===== src/rtl/seg7_pkg.sv =====
// seg7_pkg: shared segment width, hex-to-segment table and polarity helpers
package seg7_pkg;
  localparam int SEG_W = 7;
  // entry k holds the active-high g..a pattern for hex digit k (entry 15 first)
  localparam logic [16*SEG_W-1:0] HEX_TBL = {
    7'h71, 7'h79, 7'h5E, 7'h39, 7'h7C, 7'h77, 7'h6F, 7'h7F,
    7'h07, 7'h7D, 7'h6D, 7'h66, 7'h4F, 7'h5B, 7'h06, 7'h3F
  };
  function automatic logic [SEG_W-1:0] hex_seg(input logic [3:0] d);
    return HEX_TBL[int'(d)*SEG_W +: SEG_W];
  endfunction
  function automatic logic [SEG_W-1:0] seg_off(input bit active_low);
    return active_low ? '1 : '0;
  endfunction
  // wide enough for the largest display; callers slice to their digit count
  function automatic logic [7:0] an_off(input bit active_low);
    return {8{active_low}};
  endfunction
endpackage


===== src/rtl/seg7_hex_decode.sv =====
// seg7_hex_decode: 4-bit value to active-high g..a segment pattern
module seg7_hex_decode
  import seg7_pkg::*;
(
  input  logic [3:0]       digit,
  output logic [SEG_W-1:0] seg
);
  assign seg = hex_seg(digit);
endmodule


===== src/rtl/seg7_scan_driver.sv =====
// seg7_scan_driver: time-multiplexed 7-segment driver with frame snapshot and anode dead time
module seg7_scan_driver
  import seg7_pkg::*;
#(
  parameter int NUM_DIGITS  = 4,
  parameter int REFRESH_DIV = 50000,
  parameter bit ACTIVE_LOW  = 1'b1
) (
  input  logic                    clk,
  input  logic                    rst,
  input  logic [4*NUM_DIGITS-1:0] digits_in,
  input  logic [NUM_DIGITS-1:0]   blank_mask,
  input  logic [NUM_DIGITS-1:0]   dp_in,
  output logic [SEG_W-1:0]        seg,
  output logic                    dp,
  output logic [NUM_DIGITS-1:0]   an,
  output logic                    frame_tick
);
  localparam int CW = $clog2(REFRESH_DIV);
  localparam int IW = NUM_DIGITS > 1 ? $clog2(NUM_DIGITS) : 1;
  localparam logic [CW-1:0] CNT_MAX = CW'(REFRESH_DIV - 1);
  localparam logic [IW-1:0] IDX_MAX = IW'(NUM_DIGITS - 1);
  localparam logic [7:0] AN_OFF8 = an_off(ACTIVE_LOW);
  localparam logic [NUM_DIGITS-1:0] AN_OFF = AN_OFF8[NUM_DIGITS-1:0];
  localparam logic [SEG_W-1:0] SEG_OFF = seg_off(ACTIVE_LOW);

  logic [CW-1:0]           cnt, cnt_n;
  logic [IW-1:0]           idx, idx_n;
  logic [4*NUM_DIGITS-1:0] dig_sh, dig_n;
  logic [NUM_DIGITS-1:0]   blank_sh, blank_n, dp_sh, dp_n, onehot;
  logic                    first, load, lit;
  logic [3:0]              hex_digit;
  logic [SEG_W-1:0]        hex_raw;

  seg7_hex_decode u_dec (.digit(hex_digit), .seg(hex_raw));

  // next scan position and shadows; outputs are derived from these so they line up with the new (idx,cnt)
  always_comb begin
    load      = first | (cnt == CNT_MAX && idx == IDX_MAX);
    cnt_n     = cnt == CNT_MAX ? '0 : cnt + 1'b1;
    idx_n     = cnt != CNT_MAX ? idx : idx == IDX_MAX ? '0 : idx + 1'b1;
    dig_n     = load ? digits_in : dig_sh;
    blank_n   = load ? blank_mask : blank_sh;
    dp_n      = load ? dp_in : dp_sh;
    hex_digit = dig_n[{idx_n, 2'b00} +: 4];
    lit       = cnt_n != '0 && !blank_n[idx_n];
    onehot    = NUM_DIGITS'(1) << idx_n;
  end

  // scan state, shadows and registered (polarity-adjusted) outputs
  always_ff @(posedge clk or posedge rst) begin
    if (rst) begin
      cnt        <= '0;
      idx        <= '0;
      dig_sh     <= '0;
      blank_sh   <= '0;
      dp_sh      <= '0;
      first      <= 1'b1;
      seg        <= SEG_OFF;
      dp         <= ACTIVE_LOW;
      an         <= AN_OFF;
      frame_tick <= 1'b0;
    end else begin
      cnt        <= cnt_n;
      idx        <= idx_n;
      dig_sh     <= dig_n;
      blank_sh   <= blank_n;
      dp_sh      <= dp_n;
      first      <= 1'b0;
      seg        <= (lit ? hex_raw : '0) ^ SEG_OFF;
      dp         <= (lit & dp_n[idx_n]) ^ ACTIVE_LOW;
      an         <= (lit ? onehot : '0) ^ AN_OFF;
      frame_tick <= load;
    end
  end
endmodule


===== config.mk =====
export PLATFORM = sky130hd
export DESIGN_NAME = seg7_scan_driver
export DESIGN_NICKNAME = d
export VERILOG_FILES = /design/src/rtl/seg7_pkg.sv /design/src/rtl/seg7_hex_decode.sv /design/src/rtl/seg7_scan_driver.sv
export SDC_FILE = /design/constraint.sdc
export NUM_CORES = 1
export LEC_CHECK = 0
export ABC_AREA = 1
export BUFFER_PORTS_ARGS = -buffer_cell sky130_fd_sc_hd__buf_2
export CAP_MARGIN = 20
export CORE_ASPECT_RATIO = 0.5
export CORE_MARGIN = 4
export CORE_UTILIZATION = 38
export DETAILED_ROUTE_END_ITERATION = 10
export GPL_TIMING_DRIVEN = 0
export PLACE_DENSITY_LB_ADDON = 0.12
export SLEW_MARGIN = 0
export SYNTH_ARGS = -nofsm -noshare
export SYNTH_HDL_FRONTEND = slang
export SYNTH_HIERARCHICAL = 1
export SYNTH_SLANG_ARGS = --single-unit

===== constraint.sdc =====
create_clock -name clk -period 2.31 [get_ports clk]
set_input_delay 0.3465 -clock clk [delete_from_list [all_inputs] [get_ports clk]]
set_output_delay 0.3465 -clock clk [all_outputs]
set_load 0.03 [all_outputs]

==> run metrics, run 1 <==
status=finished with violations; failing checks=setup timing; Gate Count Post-Synth=412; Synth Register Bits=56; number of antenna diodes=0; Netlist Area Pre-Place=3300 um2; clk_skew=0.00870 ns; most common cell after layout, fill and taps aside=nand2_1; GPL Wtd Cong=0.799; vias post-DR=2823; Max Clock Freq=418 MHz; Mapped Avg Cell Area=8.00 um2; register-to-register setup slack=-0.08 ns; drt drc=0; max cap viols=0; final setup fails=5; fin. max-slew vios=0; CP startpoint kind=register; first-pass GRT wire length=12900 um; Crit-path slowest cell=dfrtp_1; CTS max path bufs=2; pwr dens=527 nW/um2; Ports=39; vias in the first global route=2734; vias per inst=4.61; setup TNS=-0.286 ns; routed wire length=8010 um; Hold Vio Cnt, Final=0; Post-synth ARST share=100%; most frequent cells in the layout=nand2_1, nand2_2, inv_1, buf_2, dfrtp_1; crit path kind=register to register; R2R Path End=seg[2]; HP Class=input port to async pin; die width=140 um; Initial DRT Pass Iterations=4; Layout Area Growth over Synthesis=36.6%; Critical R2R Launch=cnt[1]; CTS tree=yes; fin crit period=2.39 ns; worst IR drop on VDD=0.000463 V; max incr delay on CP=0.40 ns; Clock Pin Slew Worst Setup and Hold Paths=0.07 ns; # clock sinks=56; Worst R2R Path Depth=16; unrepaired setup endpoints after global routing=yes; clock group share of total power=36.9%; sequential fraction of the synthesis area=43.0%; reported net switching power=631 uW; top_reg_cell synth=dfrtp_1; CP startpoint=cnt[1]; nets=535; GRT overflow=0; WP data arrival=2.63 ns; H-tree depth=2; Static Leakage=0.00239 uW; Core ar.=8230 um2; Std-Cell Rows=23; DIE AREA=10300 um2; gr usage total=15.6%; fraction of layout cells with a size suffix above 1=47.7%; die height=73.9 um; routed len/inst=13.1 um; Hold-fix buffers, CTS=0; Filler Cells Inserted=789; # placed instances=563; root buf cell=clkbuf_16; CP most frequent cell=nand2_2; Clk Latency, worst-skew pair=0.30 ns; Num CTS Buffers=5; non-filler cells, final=613; Post-synth EDFFs=0; Worst Path Required=2.55 ns; CP Cell Sequence=ha_4 > nand3_4 > nor2_8 > nand3_4 > nand2_4 > buf_6 > nand2_2 > nand2_2 > nand2_2 > nand4_1 > buf_4 > ha_1 > inv_2 > o21ai_0 > nand2_1 > nand3_2; fin worst setup slack=-0.0828 ns; DP Area=3670 um2; initial core utilization=40.0%; Syn Nets=447; Design Area, Final=4500 um2; Iter 0 DRT Violations=121; PortBufs=38; Final period util=104%; crit path max fanout=5; total power=2370 uW; Net Sw Frac=26.6%; Syn. warnings=6; Cell Int Power=1740 uW; Comb power frac=17.8%; sequential share of power=45.2%; antenna-violating nets left=0; library cells used by synthesis=31; largest net degree at the start of global routing=42; Worst Setup End Kind=register; hpwl dp=5340 um; antenna violations before repair=0
==> through the flow <==
step                      utilization [%]  hold WS [ns]  worst slack [ns]
after global routing                 54.7        0.0457            -0.216
after CTS                            49.6        0.0253           -0.0717
after global placement               44.3         0.491            -0.463
final                                54.7        0.0192           -0.0828
after floorplan                         -         0.475            0.0111
after detailed placement             44.6         0.348            -0.439
==> routing by layer <==
metal | track usage (%) | part of all wire (%)
met3 | 2.99 | 2.5
met5 | 0 | 0
met4 | 4.08 | 0.70
met1 | 21.0 | 49
met2 | 26.1 | 48
==> final cells by class <==
type	count	area, um2	area share (%)
multi-input cells	295	1900	42.2
flip-flops and latches	56	1430	31.7
repair buffers	81	554	12.3
inverters	52	204	4.53
well taps	112	140	3.11
clock buffers	5	125	2.78
plain buffers	9	109	2.42
clock inverters	3	46.3	1.03
==> repair_timing <==
item,in CTS,in global routing
gates cloned,0,1
resized for setup,26,77
setup buffers,21,20
setup endpoints to repair,7,7
pin swaps,15,19
==> critical path: cells and delay by family (launching register included) <==
kind                     cells  cell delay, ns
buffers and inverters        3            0.35
AND/OR/NAND/NOR             10            1.08
adder cells (fa/ha/maj)      2            0.31
flip-flops                   1            0.40
AO/OA/AOI/OAI                1            0.19
==> kinds of logic (layout without fill, tap and decap cells) <==
| logic type | count (synthesis) | in the layout | share of synthesized area [%] |
|---|---|---|---|
| AND/OR/NAND/NOR | 276 | 276 | 43.7 |
| buffers and inverters | 61 | 150 | 7.97 |
| flip-flops | 56 | 56 | 43.0 |
| adder cells (fa/ha/maj) | 9 | 9 | 3.42 |
| AO/OA/AOI/OAI | 8 | 8 | 1.52 |
| other | 1 | 1 | 0.114 |
| XOR/XNOR | 1 | 1 | 0.266 |
==> power by group through the flow <==
stage	Combinational (uW)	Clock [uW]	Sequential, uW
after floorplan	182	0	1140
after global placement	314	0	1090
after detailed placement	319	0	1090
after CTS	346	902	1070
after global routing	464	950	1080
final	423	876	1070
==> how the worst max path moves through the flow <==
stage          endpoint  cells after the start
4_1_cts          seg[3]                     17
5_1_grt          seg[3]                     17
2_1_floorplan    seg[3]                     17
3_5_place_dp     seg[3]                     17
3_3_place_gp     seg[3]                     17
6_report         seg[2]                     16
==> state kept, by name, summed over array words and instances, names as in the netlist <==
name,cells
cnt,16
dig_sh,16
seg,7
an,4
blank_sh,4
dp_sh,4
idx,2
dp,1
first,1
frame_tick,1
==> cell usage after synthesis (2+ instances only) <==
library cell	number	share of area, %
buf_2	2	0.30
buf_4	2	0.46
clkbuf_1	3	0.34
dfrtp_1	43	33
dfstp_2	13	10
ha_1	9	3.4
inv_1	45	5.1
inv_2	6	0.68
nand2_1	148	17
nand2_2	12	2.3
nand2_4	7	2.4
nand3_1	40	6.1
nand3_2	12	3.6
nand3_4	2	1.1
nand3b_1	3	0.68
nand3b_2	2	0.68
nand4_1	9	1.7
nor2_1	26	3.0
nor2_2	5	0.95
nor2_4	2	0.68
nor2_8	5	3.0
o21ai_0	4	0.61
o21bai_1	4	0.91
Note: power is estimated with default switching activity, not from simulation.
==> run 2: changes to the inputs <==
--- a/config.mk
+++ b/config.mk
@@ -16,2 +16,3 @@
 export PLACE_DENSITY_LB_ADDON = 0.12
+export RECOVER_POWER = 25
 export SLEW_MARGIN = 0
@@ -21 +22,2 @@
 export SYNTH_SLANG_ARGS = --single-unit
+export TNS_END_PERCENT = 30
--- a/constraint.sdc
+++ b/constraint.sdc
@@ -3,2 +3,2 @@
 set_output_delay 0.3465 -clock clk [all_outputs]
-set_load 0.03 [all_outputs]
+set_load 0.01 [all_outputs]
==> run metrics, run 2 (synthesis gave the netlist of run 1 again) <==
Cell Int Power=1710 uW (-1.8%); Clock Pin Slew Worst Setup and Hold Paths=0.07 ns (about the same); Filler Cells Inserted=814 (+3.2%); vias post-DR=2779 (-1.6%); gr usage total=15.6% (unchanged); Clk Latency, worst-skew pair=0.30 ns (about the same); end-of-flow core utilization=52.2% (-2.5 points); antenna violations before repair=0 (unchanged); Worst Path Required=2.53 ns (-0.02 ns); Net Sw Frac=24.9% (-1.7 points); failing checks=setup timing; GRT overflow=0 (unchanged); vias per inst=4.59 (-0.26%); initial core utilization=40.0% (unchanged); Core ar.=8230 um2 (unchanged); fraction of layout cells with a size suffix above 1=41.0% (-6.7 points); Setup crit end=seg[3]; PortBufs=38 (unchanged); clk_skew=0.00819 ns (-0.000513 ns); worst IR drop on VDD=0.000445 V (-3.9%); HP Class=input port to async pin; Worst R2R Path Depth=17 (+1); pwr dens=530 nW/um2 (+0.55%); nets=527 (-1.5%); Initial DRT Pass Iterations=4 (unchanged); final hold slack=0.117 ns (+0.0977 ns); fin. max-slew vios=0 (unchanged); Layout Area Growth over Synthesis=30.4%; GPL Wtd Cong=0.799 (unchanged); status=finished with violations; Top Usage Layer GRT=met2; crit path max fanout=7 (+2); number of antenna diodes=0 (unchanged); Num CTS Buffers=5 (unchanged); Std-Cell Rows=23 (unchanged); Max Clock Freq=418 MHz (+0.12%); GR Util met1=21.0% (unchanged); fin crit period=2.39 ns (-0.00282 ns); CP startpoint kind=register; DIE AREA=10300 um2 (unchanged); WP data arrival=2.61 ns (-0.02 ns); die width=140 um (unchanged); die height=73.9 um (unchanged); Rel. slew slack=32.6%; Comb power frac=14.6% (-3.2 points); register-to-register setup slack=-0.08 ns (about the same); sequential share of power=47.0% (+1.8 points); CTS max path bufs=2 (unchanged); fin worst setup slack=-0.0800 ns (+0.00282 ns); crit path kind=register to register; max cap viols=0 (unchanged); most common cell after layout, fill and taps aside=nand2_1; largest net degree at the start of global routing=42 (unchanged); most frequent cells in the layout=nand2_1, inv_1, nand3_1, buf_2, dfrtp_1; H-tree depth=2 (unchanged); routed len/inst=12.6 um (-3.9%); R2R Path End=seg[3]; drt drc=0 (unchanged); vias in the first global route=2734 (unchanged); antenna-violating nets left=0 (unchanged); unrepaired setup endpoints after global routing=yes; # clock sinks=56 (unchanged); CP startpoint=cnt[1]; Largest regs=cnt x16, dig_sh x16, seg x7; Final period util=103% (-0.12 points); met3 GRT Util=2.99% (unchanged); clock group share of total power=38.3% (+1.4 points); hpwl dp=5340 um (unchanged); routed wire length=7600 um (-5.1%); Critical R2R Launch=cnt[1]; first-pass GRT wire length=12900 um (unchanged); met2 Use GR=26.1% (unchanged); Ports=39 (unchanged); CTS tree=yes; reported net switching power=566 uW (-10%); worst-margin pin slew=1.01 ns; Static Leakage=0.00232 uW (-2.9%); Iter 0 DRT Violations=135 (+12%); Hold Vio Cnt, Final=0 (unchanged); root buf cell=clkbuf_16; Worst Setup End Kind=register; final setup fails=7 (+2); total power=2280 uW (-4.0%)
-- run 2: layout make-up --
class                           instances  area [um2]  area share, %
Timing Repair Buffer                   73         474           11.0
Buffer                                  9         105           2.45
Clock buffer                            5         125           2.91
Clock inverter                          3        46.3           1.08
Sequential cell                        56        1430           33.2
Inverter                               52         195           4.54
Tap cell                              112         140           3.26
Multi-Input combinational cell        295        1790           41.6
-- run 2: power groups by stage --
stage          Clock (uW)  Sequential, uW  Combinational, uW
2_1_floorplan           0            1100                182
3_3_place_gp            0            1090                279
3_5_place_dp            0            1090                284
4_1_cts               902            1070                311
5_1_grt               946            1080                377
6_report              873            1070                334
-- run 2: worst min path at each step --
stage / start / endpoint / slack, ns
2_1_floorplan: blank_sh[0] / blank_sh[0] / 0.47
3_3_place_gp: dig_sh[13] / dig_sh[13] / 0.49
3_5_place_dp: rst / blank_sh[0] / 0.35
4_1_cts: rst / blank_sh[0] / 0.03
5_1_grt: rst / blank_sh[0] / 0.17
6_report: rst / blank_sh[2] / 0.12
-- run 2: routing by layer --
| layer | up-vias | routed length [um] |
|---|---|---|
| met1 | 1303 | 3860 |
| met3 | 6 | 149 |
| li1 | 1443 | - |
| met2 | 27 | 3520 |
| met5 | - | 0 |
| met4 | 0 | 78 |
-- run 2: critical path, stage by stage, from the launching register on --
cell and delay, ns:
dfrtp_1 0.40, ha_4 0.17, nand3_4 0.14, nor2_8 0.16
nand3_4 0.13, nand2_4 0.12, buf_8 0.15, nand2_4 0.05
nand2_2 0.07, nand2_2 0.05, nand4_1 0.20, inv_2 0.11
ha_4 0.27, nand2_2 0.05, o21ai_2 0.05, nand2_1 0.05
nand2_1 0.08, nand3_2 0.06
-- run 2: repair_timing --
action | 4_1_cts | 5_1_grt
pin swaps | 15 | 13
resized for setup | 26 | 41
hold buffers | 0 | 0
endpoints found under the setup margin | 7 | 7
endpoints found under the hold margin | 0 | 0
setup buffers | 21 | 13
-- run 2: through the flow --
| step | cells | worst slack (ns) | setup TNS, ns | area (um2) |
|---|---|---|---|---|
| 2_1_floorplan | 412 | 0.0111 | 0 | 3320 |
| 3_3_place_gp | 562 | -0.463 | -10.39 | 3650 |
| 3_5_place_dp | 563 | -0.439 | -2.52 | 3670 |
| 4_1_cts | 592 | -0.0717 | -0.266 | 4080 |
| 5_1_grt | 605 | -0.265 | -1.57 | 4300 |
| 6_report | 605 | -0.0800 | -0.299 | 4300 |
==> run 3: changes to the inputs <==
- BUFFER_PORTS_ARGS: -buffer_cell sky130_fd_sc_hd__buf_2 -> -buffer_cell sky130_fd_sc_hd__buf_4
==> run metrics, run 3 (synthesis gave the netlist of run 1 again) <==
unrepaired setup endpoints after global routing=yes; fin worst setup slack=-0.104 ns (-0.0244 ns); most common cell after layout, fill and taps aside=nand2_1; Clk Latency, worst-skew pair=0.30 ns (about the same); total power=2210 uW (-3.0%); nets=536 (+1.7%); antenna-violating nets left=0 (unchanged); status=finished with violations; PortBufs=38 (unchanged); Final period util=105% (+1.1 points); initial core utilization=40.0% (unchanged); gr usage total=15.6% (+0.073 points); Iter 0 DRT Violations=121 (-10%); # clock sinks=56 (unchanged); antenna violations before repair=0 (unchanged); largest net degree at the start of global routing=42 (unchanged); die width=140 um (unchanged); routed len/inst=12.6 um (+0.27%); H-tree depth=2 (unchanged); vias post-DR=2812 (+1.2%); CP startpoint kind=register; Initial DRT Pass Iterations=5 (+1); Worst Setup End Kind=register; Hold Vio Cnt, Final=0 (unchanged); drt drc=0 (unchanged); fraction of layout cells with a size suffix above 1=41.8% (+0.86 points); vias per inst=4.58 (-0.30%); Layout Area Growth over Synthesis=33.0%; final setup fails=8 (+1); Largest regs=cnt x16, dig_sh x16, seg x7; CTS tree=yes; Num CTS Buffers=5 (unchanged); WP data arrival=2.64 ns (+0.03 ns); routed wire length=7730 um (+1.8%); crit path max fanout=5 (-2); hpwl dp=5300 um (-0.77%); root buf cell=clkbuf_16; first-pass GRT wire length=12900 um (-0.48%); Static Leakage=0.00236 uW (+1.7%); die height=73.9 um (unchanged); Ports=39 (unchanged); worst-margin pin slew=1.01 ns (+0.00230 ns); GPL Wtd Cong=0.791 (-0.96%); clk_skew=0.00971 ns (+0.00152 ns); CTS max path bufs=2 (unchanged); GRT overflow=0 (unchanged); fin. max-slew vios=0 (unchanged); HP Class=input port to async pin; crit path kind=register to register; max cap viols=0 (unchanged); vias in the first global route=2730 (-0.15%); DIE AREA=10300 um2 (unchanged); Hold-fix buffers, CTS=0 (unchanged); Core ar.=8230 um2 (unchanged); Rel. slew slack=32.4% (-0.15 points); Worst Path Required=2.54 ns (about the same); setup TNS=-0.516 ns (-0.218 ns); worst IR drop on VDD=0.000307 V (-31%); most frequent cells in the layout=nand2_1, buf_4, inv_1; number of antenna diodes=0 (unchanged); Clock Pin Slew Worst Setup and Hold Paths=0.07 ns (about the same); fin crit period=2.41 ns (+0.0244 ns); Max Clock Freq=414 MHz (-1.0%); pwr dens=504 nW/um2 (-4.9%); failing checks=setup timing; Std-Cell Rows=23 (unchanged)
-- run 3: worst max-delay path: stages (launching register included) --
cell	delay, ns
dfrtp_1	0.40
ha_4	0.17
nand3_4	0.13
nor2_8	0.17
nand3_4	0.15
nand2_4	0.12
buf_6	0.15
nand2_2	0.06
nand2_2	0.06
nand2_1	0.05
nand4_1	0.20
inv_2	0.11
ha_4	0.29
nand2_4	0.04
o21ai_2	0.04
nand2_1	0.05
nand2_1	0.08
nand3_2	0.06
-- run 3: final timing paths --
kind	slack [ns]	cells past startpoint	end	startpoint
worst min-delay path	0.13	2	cnt[1]	rst
min in group clk	0.27	3	dig_sh[4]	digits_in[4]
worst max register to register	-0.10	17	seg[3]	cnt[1]
max in group asynchronous	0.77	3	cnt[15]	rst
worst max-delay path	-0.10	17	seg[3]	cnt[1]
worst min register to register	0.51	2	dig_sh[14]	dig_sh[14]
-- run 3: repair_timing --
action	CTS	global route
setup endpoints to repair	7	8
pin swaps	14	15
gates cloned	1	0
setup buffers	31	11
resized for setup	29	27
-- run 3: power by group --
| group | internal [uW] | switching, uW | leakage, uW |
|---|---|---|---|
| clock | 405 | 360 | 0.0000702 |
| combinational | 176 | 195 | 0.00162 |
| sequential | 1060 | 17.2 | 0.000667 |
| total | 1640 | 572 | 0.00236 |
-- run 3: metal layers --
layer	GRT usage, %	vias to the layer above	share of wire [%]	routed length (um)
met5	0	-	0	0
met4	4.51	0	1.6	126
met3	3.38	10	4.2	322
met2	24.6	46	46	3520
met1	21.9	1302	49	3760
li1	-	1454	-	-
-- run 3: stage by stage --
step	instances	utilization (%)	worst slack, ns	instance area, um2	hold WS [ns]
final	614	53.2	-0.104	4380	0.127
after detailed placement	563	45.7	-0.443	3760	0.360
after CTS	603	51.5	-0.0802	4240	0.0386
after floorplan	412	-	0.0111	3320	0.475
after global placement	562	45.5	-0.452	3740	0.491
after global routing	614	53.2	-0.280	4380	0.188
-- run 3: final cells by class --
class / count / area [um2]
fillers: 784 / 3850
multi-input cells: 295 / 1760
flip-flops and latches: 56 / 1430
repair buffers: 82 / 617
inverters: 52 / 195
well taps: 112 / 140
clock buffers: 5 / 125
plain buffers: 9 / 96.3
clock inverters: 3 / 21.3
